$ cat config.mk
export PLATFORM = sky130hd
export DESIGN_NAME = arbiter_rr_4ph_flat
export DESIGN_NICKNAME = d
export VERILOG_FILES = /design/src/rtl/arbiter_rr_4ph_if.sv /design/src/rtl/arbiter_rr_4ph.sv /design/src/flat_wrapper.sv
export SDC_FILE = /design/constraint.sdc
export NUM_CORES = 1
export LEC_CHECK = 0
export ABC_AREA = 1
export CAP_MARGIN = 20
export CORE_UTILIZATION = 53
export DETAILED_ROUTE_END_ITERATION = 12
export PLACE_DENSITY_LB_ADDON = 0.1
export SKIP_CTS_REPAIR_TIMING = 1
export SYNTH_ARGS = -nofsm -noshare
export SYNTH_HDL_FRONTEND = slang
export SYNTH_SLANG_ARGS = --single-unit
export TNS_END_PERCENT = 5
$ cat constraint.sdc
create_clock -name clk -period 1.4 [get_ports clk]
set_clock_uncertainty 0.05 [all_clocks]
set_input_delay 0.28 -clock clk [delete_from_list [all_inputs] [get_ports clk]]
set_output_delay 0.28 -clock clk [all_outputs]
set_load 0.01 [all_outputs]
$ cat src/rtl/arbiter_rr_4ph_if.sv
// Purpose: bundles the arbiter's requester-side and next-block-side handshake signals.
// Latency: none; this file only carries wires.
// Backpressure: none of its own; the four-phase req/ack pairs carry all flow control.
//
// Signals:
//   req_in    [N]     requests from the previous blocks
//   ack_in    [N]     acknowledges back to the previous blocks, at most one bit high
//   req_out   [1]     request to the next block
//   ack_out   [1]     acknowledge from the next block
//   sel       [SELW]  index of the granted requester, valid while busy
//   busy      [1]     arbiter is inside a handshake
//   proto_err [1]     sticky protocol-violation flag
// Modports: slave = arbiter side, master = environment side.
interface arbiter_rr_4ph_if #(
    parameter int N    = 4,
    parameter int SELW = (N > 2) ? $clog2(N) : 1
);
    logic [N-1:0]    req_in;
    logic [N-1:0]    ack_in;
    logic            req_out;
    logic            ack_out;
    logic [SELW-1:0] sel;
    logic            busy;
    logic            proto_err;

    modport slave (
        input  req_in,
        input  ack_out,
        output ack_in,
        output req_out,
        output sel,
        output busy,
        output proto_err
    );

    modport master (
        output req_in,
        output ack_out,
        input  ack_in,
        input  req_out,
        input  sel,
        input  busy,
        input  proto_err
    );
endinterface

$ cat src/rtl/arbiter_rr_4ph.sv
// Purpose: N-way round-robin arbiter forwarding the winner's four-phase req/ack handshake to one shared next block.
// Latency: one clock from a request seen in IDLE to req_out high; every output is a flop.
// Backpressure: the grant is held until the next block finishes its four-phase cycle; losers wait with req held high.
//
// Ports:
//   clk  in   system clock, rising edge
//   rst  in   asynchronous active-high reset; aborts any handshake in flight
//   bus  slave modport of arbiter_rr_4ph_if (req_in, ack_out in; ack_in, req_out, sel, busy, proto_err out)
module arbiter_rr_4ph #(
    parameter int N    = 4,
    parameter int SELW = (N > 2) ? $clog2(N) : 1
) (
    input  logic               clk,
    input  logic               rst,
    arbiter_rr_4ph_if.slave    bus
);

    typedef enum logic [1:0] {
        ST_IDLE    = 2'd0,
        ST_GRANT   = 2'd1,
        ST_ACK     = 2'd2,
        ST_RELEASE = 2'd3
    } state_t;

    state_t          r_state;
    state_t          w_state_nxt;

    logic [SELW-1:0] r_ptr;
    logic [SELW-1:0] w_ptr_nxt;
    logic [SELW-1:0] r_sel;
    logic [SELW-1:0] w_sel_nxt;
    logic [N-1:0]    r_ack_in;
    logic [N-1:0]    w_ack_in_nxt;
    logic            r_req_out;
    logic            w_req_out_nxt;
    logic            r_busy;
    logic            w_busy_nxt;
    logic            r_proto_err;
    logic            w_proto_err_nxt;

    logic [SELW-1:0] w_winner;
    logic            w_any_req;
    logic [SELW-1:0] w_scan_idx;
    int              w_scan_sum;
    logic [N-1:0]    w_sel_onehot;
    logic [SELW-1:0] w_sel_inc;

    // Rotating scan starting at r_ptr. The loop walks the offsets from the
    // far end back towards r_ptr, so the last hit written is the one closest
    // to r_ptr, i.e. the first set bit in ptr, ptr+1, ..., ptr-1 order.
    always_comb begin
        w_winner   = '0;
        w_any_req  = 1'b0;
        w_scan_sum = 0;
        w_scan_idx = '0;
        for (int i = N - 1; i >= 0; i--) begin
            w_scan_sum = (int'(r_ptr) + i) % N;
            w_scan_idx = SELW'(w_scan_sum);
            if (bus.req_in[w_scan_idx]) begin
                w_winner  = w_scan_idx;
                w_any_req = 1'b1;
            end
        end
    end

    always_comb begin
        w_sel_onehot        = '0;
        w_sel_onehot[r_sel] = 1'b1;
    end

    // Pointer advance with explicit wrap, so non-power-of-two N works too.
    assign w_sel_inc = (r_sel == SELW'(N - 1)) ? '0 : (r_sel + SELW'(1));

    // Next-state and next-output logic. Protocol violations only raise the
    // sticky flag; they never redirect the state machine.
    always_comb begin
        w_state_nxt     = r_state;
        w_ptr_nxt       = r_ptr;
        w_sel_nxt       = r_sel;
        w_ack_in_nxt    = r_ack_in;
        w_req_out_nxt   = r_req_out;
        w_busy_nxt      = r_busy;
        w_proto_err_nxt = r_proto_err;

        unique case (r_state)
            ST_IDLE: begin
                // The next block must not acknowledge a request we never made.
                if (bus.ack_out) begin
                    w_proto_err_nxt = 1'b1;
                end
                if (w_any_req) begin
                    w_state_nxt   = ST_GRANT;
                    w_sel_nxt     = w_winner;
                    w_req_out_nxt = 1'b1;
                    w_busy_nxt    = 1'b1;
                end
            end

            ST_GRANT: begin
                // The winner withdrew before being acknowledged.
                if (!bus.req_in[r_sel]) begin
                    w_proto_err_nxt = 1'b1;
                end
                if (bus.ack_out) begin
                    w_state_nxt  = ST_ACK;
                    w_ack_in_nxt = w_sel_onehot;
                end
            end

            ST_ACK: begin
                // ack_out was high on entry, so low here means it fell early.
                if (!bus.ack_out) begin
                    w_proto_err_nxt = 1'b1;
                end
                if (!bus.req_in[r_sel]) begin
                    w_state_nxt   = ST_RELEASE;
                    w_req_out_nxt = 1'b0;
                end
            end

            ST_RELEASE: begin
                // ack_in[sel] stays high until the next block has let go, which
                // closes the requester's return-to-zero phase.
                if (!bus.ack_out) begin
                    w_state_nxt  = ST_IDLE;
                    w_ack_in_nxt = '0;
                    w_busy_nxt   = 1'b0;
                    w_ptr_nxt    = w_sel_inc;
                end
            end

            default: begin
                w_state_nxt = ST_IDLE;
            end
        endcase
    end

    always_ff @(posedge clk or posedge rst) begin
        if (rst) begin
            r_state     <= ST_IDLE;
            r_ptr       <= '0;
            r_sel       <= '0;
            r_ack_in    <= '0;
            r_req_out   <= 1'b0;
            r_busy      <= 1'b0;
            r_proto_err <= 1'b0;
        end else begin
            r_state     <= w_state_nxt;
            r_ptr       <= w_ptr_nxt;
            r_sel       <= w_sel_nxt;
            r_ack_in    <= w_ack_in_nxt;
            r_req_out   <= w_req_out_nxt;
            r_busy      <= w_busy_nxt;
            r_proto_err <= w_proto_err_nxt;
        end
    end

    assign bus.ack_in    = r_ack_in;
    assign bus.req_out   = r_req_out;
    assign bus.sel       = r_sel;
    assign bus.busy      = r_busy;
    assign bus.proto_err = r_proto_err;

endmodule
$ cat src/flat_wrapper.sv
// flat-port wrapper written by rule: the top's interface ports become plain ports
module arbiter_rr_4ph_flat 
#(
    parameter int N    = 4,
    parameter int SELW = (N > 2) ? $clog2(N) : 1
)
  (clk, rst, bus_req_in, bus_ack_out, bus_ack_in, bus_req_out, bus_sel, bus_busy, bus_proto_err);
  arbiter_rr_4ph_if #(.N(N), .SELW(SELW)) bus_i ();
  input  logic clk;
  input  logic rst;
  input wire logic [$bits(bus_i.req_in)-1:0] bus_req_in;
  input wire logic [$bits(bus_i.ack_out)-1:0] bus_ack_out;
  output wire logic [$bits(bus_i.ack_in)-1:0] bus_ack_in;
  output wire logic [$bits(bus_i.req_out)-1:0] bus_req_out;
  output wire logic [$bits(bus_i.sel)-1:0] bus_sel;
  output wire logic [$bits(bus_i.busy)-1:0] bus_busy;
  output wire logic [$bits(bus_i.proto_err)-1:0] bus_proto_err;
  assign bus_i.req_in = bus_req_in;
  assign bus_i.ack_out = bus_ack_out;
  assign bus_ack_in = bus_i.ack_in;
  assign bus_req_out = bus_i.req_out;
  assign bus_sel = bus_i.sel;
  assign bus_busy = bus_i.busy;
  assign bus_proto_err = bus_i.proto_err;
  arbiter_rr_4ph #(.N(N), .SELW(SELW)) u_core (.clk(clk), .rst(rst), .bus(bus_i));
endmodule
==> flow_metrics.tcl <==
set metrics [dict create \
    status "complete, but fails checks" \
    tightest_slew_ps 295 \
    r2r_end "u_core.bus.ack_in[0]" \
    fmax_mhz 670 \
    fp.dieW_um 46.5 \
    rsz0062_at_grt "yes" \
    cts_inserted_buffers 3 \
    critPathBufInv 2 \
    vias 994 \
    dieArea_um2 2160 \
    drc 0 \
    violations "setup timing" \
    fp.dieH_um 46.5 \
    use_met3_pct 3.53 \
    drt_iter0_markers 24 \
    synthCells 150 \
    dp_slack_ps -364 \
    leakagePower_nw 0.808 \
    clockBufferDepth 2 \
    final_common_cell "nand2_1" \
    synth_seq_area_share_pct 31.1 \
    crit_path_cell_trace "inv_1 -> ha_1 -> inv_1 -> o21ai_2 -> a21oi_2 -> nand3_1 -> o21ai_0" \
    dp_hpwl_um 1860 \
    syn_area_um2 1050 \
    first_pass_iters 4 \
    drive_gt1_share_pct 27.8 \
    period_share_pct 107 \
    path_class "flop to flop" \
    wire_per_inst_um 11.4 \
    htreeDepth 1 \
    clk_latency_ps 280 \
    use_met1_pct 33.6 \
    antenna_left 0 \
    cap_viol_max_count 0 \
    critical_path.top_delay_family "compound AO/OA/AOI/OAI gates" \
    grt_usage_pct 25.0 \
    avgSynthCellArea_um2 6.98 \
    cts_tree "yes" \
    met2_usage_pct 40.6 \
    finalNetCount 197 \
    core_um2 1780 \
    grt_pass1_vias 902 \
    ys_ff_latch 13 \
    ir_worst_vdd_uv 1730 \
    layout_common_cells "nand2_1, inv_1, nand2_2" \
    cts_sinks 13 \
    power.total_mw 3.16 \
    worstPathMaxFanout 8 \
    arrival_ps 1620 \
    clock-root-buffer "clkbuf_4" \
    yosysWarnings 0 \
    critPathMostFrequentCell "inv_1" \
    rr_worst_depth 7 \
    cpPeakStageDelay_ps 400 \
    drt-total-wl_um 2350 \
    clkTransAtPathRegs_ps 90 \
    busiest_layer "met2" \
    critical_path_required_ps 1520 \
    synth_cell_types 20 \
    hold_viol 0 \
    rrSetupSlack_ps -90 \
    ios 16 \
    final-max-slew-violation-count 0 \
    num_rows 15 \
    period_minus_slack_ps 1490 \
    grt_overflow 0 \
    insertedDiodeCount 0 \
    rr_startpoint "u_core.r_state[1]" \
    antenna_found_initial 0 \
    crit_path_end_kind "flop" \
    grt_pass1_wl_um 3790 \
    relSlewSlack_pct 80.3 \
    layout_setup_ws_ps -92.8 \
    cp-start-kind "flop" \
    power.density_nw_per_um2 2290 \
    gp_congestion 0.908 \
    start_util_pct 58.7 \
    syn2layout_area_growth_pct 31.9 \
    syn-num-nets 166 \
    vias_per_cell 4.85 \
    setup_violations 10 \
    hp-class "input pin to asynchronous set/reset pin" \
    fill_cells 135 \
    grt_max_degree 14 \
    cp_slowest_cell "dfrtp_1" \
    io_buffers 15 \
]
stage by stage:
stage | setup TNS, ps | cell area, um^2 | util, % | instances | hold WS [ps]
finish | -583 | 1380 | 77.5 | 205 | 235
global route | -1770 | 1380 | 77.5 | 205 | 274
CTS | -2640 | 1340 | 74.9 | 205 | 245
detailed placement | -2690 | 1310 | 73.5 | 201 | 413
global placement | -2290 | 1310 | 73.5 | 201 | 404
floorplan | 0 | 1050 | - | 150 | 107
registers in the layout, summed over array words and instances (netlist names):
| name | count |
|---|---|
| u_core.bus.ack_in | 4 |
| u_core.bus.req_out | 1 |
| u_core.bus.sel | 2 |
| u_core.bus.busy | 1 |
| u_core.r_ptr | 2 |
| u_core.r_state | 2 |
| u_core.bus.proto_err | 1 |
per-layer routing:
metal / part of all wire [%] / vias up / wire length, um
met5: 0 / - / 0
met1: 45 / 438 / 1040
met3: 5.0 / 5 / 118
li1: - / 520 / -
met2: 49 / 31 / 1140
met4: 1.8 / 0 / 42
worst register-to-register path: stages (launching register included):
cell and delay [ps]:
dfrtp_1 400, inv_1 90, ha_1 200, inv_1 120, o21ai_2 80, a21oi_2 230
nand3_1 100, o21ai_0 110
logic make-up after synthesis:
family                     share of synthesized area [%]
and+or+nand+nor                                     38.4
DFF                                                 31.1
buffers and inverters                               11.9
AOI/OAI and AO/OA                                   7.88
adders and majority gates                           10.8
synth_stat cells:
cell type / count / area (um^2)
nand2_2: 17 / 106
a31o_1: 1 / 8.76
buf_6: 1 / 11.3
nand2_1: 40 / 150
a21oi_2: 1 / 8.76
ha_1: 9 / 113
inv_1: 22 / 82.6
nand3_1: 16 / 80.1
clkinv_1: 1 / 3.75
nor2_4: 2 / 22.5
nand3_2: 1 / 10.0
o21ai_0: 9 / 45.0
dfrtp_1: 13 / 325
inv_8: 1 / 11.3
inv_2: 3 / 11.3
or2_2: 1 / 6.26
o21ai_1: 3 / 15.0
nor2_1: 7 / 26.3
clkbuf_2: 1 / 5.00
a21oi_1: 1 / 5.00
area by class of cell:
type / count / area (um^2) / share of cell area, %
Inverter: 27 / 109 / 7.88
Multi-Input combinational cell: 108 / 616 / 44.6
Timing Repair Buffer: 28 / 270 / 19.6
Sequential cell: 13 / 329 / 23.8
Tap cell: 25 / 31.3 / 2.26
Clock buffer: 4 / 26.3 / 1.90
power breakdown:
part / internal [mW] / switching, mW / leakage [nW]
sequential: 0.542 / 0.189 / 0.154
combinational: 0.923 / 1.27 / 0.639
clock: 0.110 / 0.128 / 0.0150
total: 1.58 / 1.58 / 0.808
worst max path at each step:
stage                           start              endpoint  slack (ps)  cells past startpoint
global route        u_core.r_state[1]  u_core.bus.ack_in[0]        -200                      7
CTS                 u_core.bus.sel[0]            bus_sel[0]        -260                      1
detailed placement      bus_req_in[1]     u_core.bus.sel[0]        -360                     11
floorplan             u_core.r_ptr[0]     u_core.bus.sel[0]          70                     11
finish              u_core.r_state[1]  u_core.bus.ack_in[0]         -90                      7
global placement        bus_req_in[1]     u_core.bus.sel[0]        -300                     11
(Power assumes the default switching activity.)
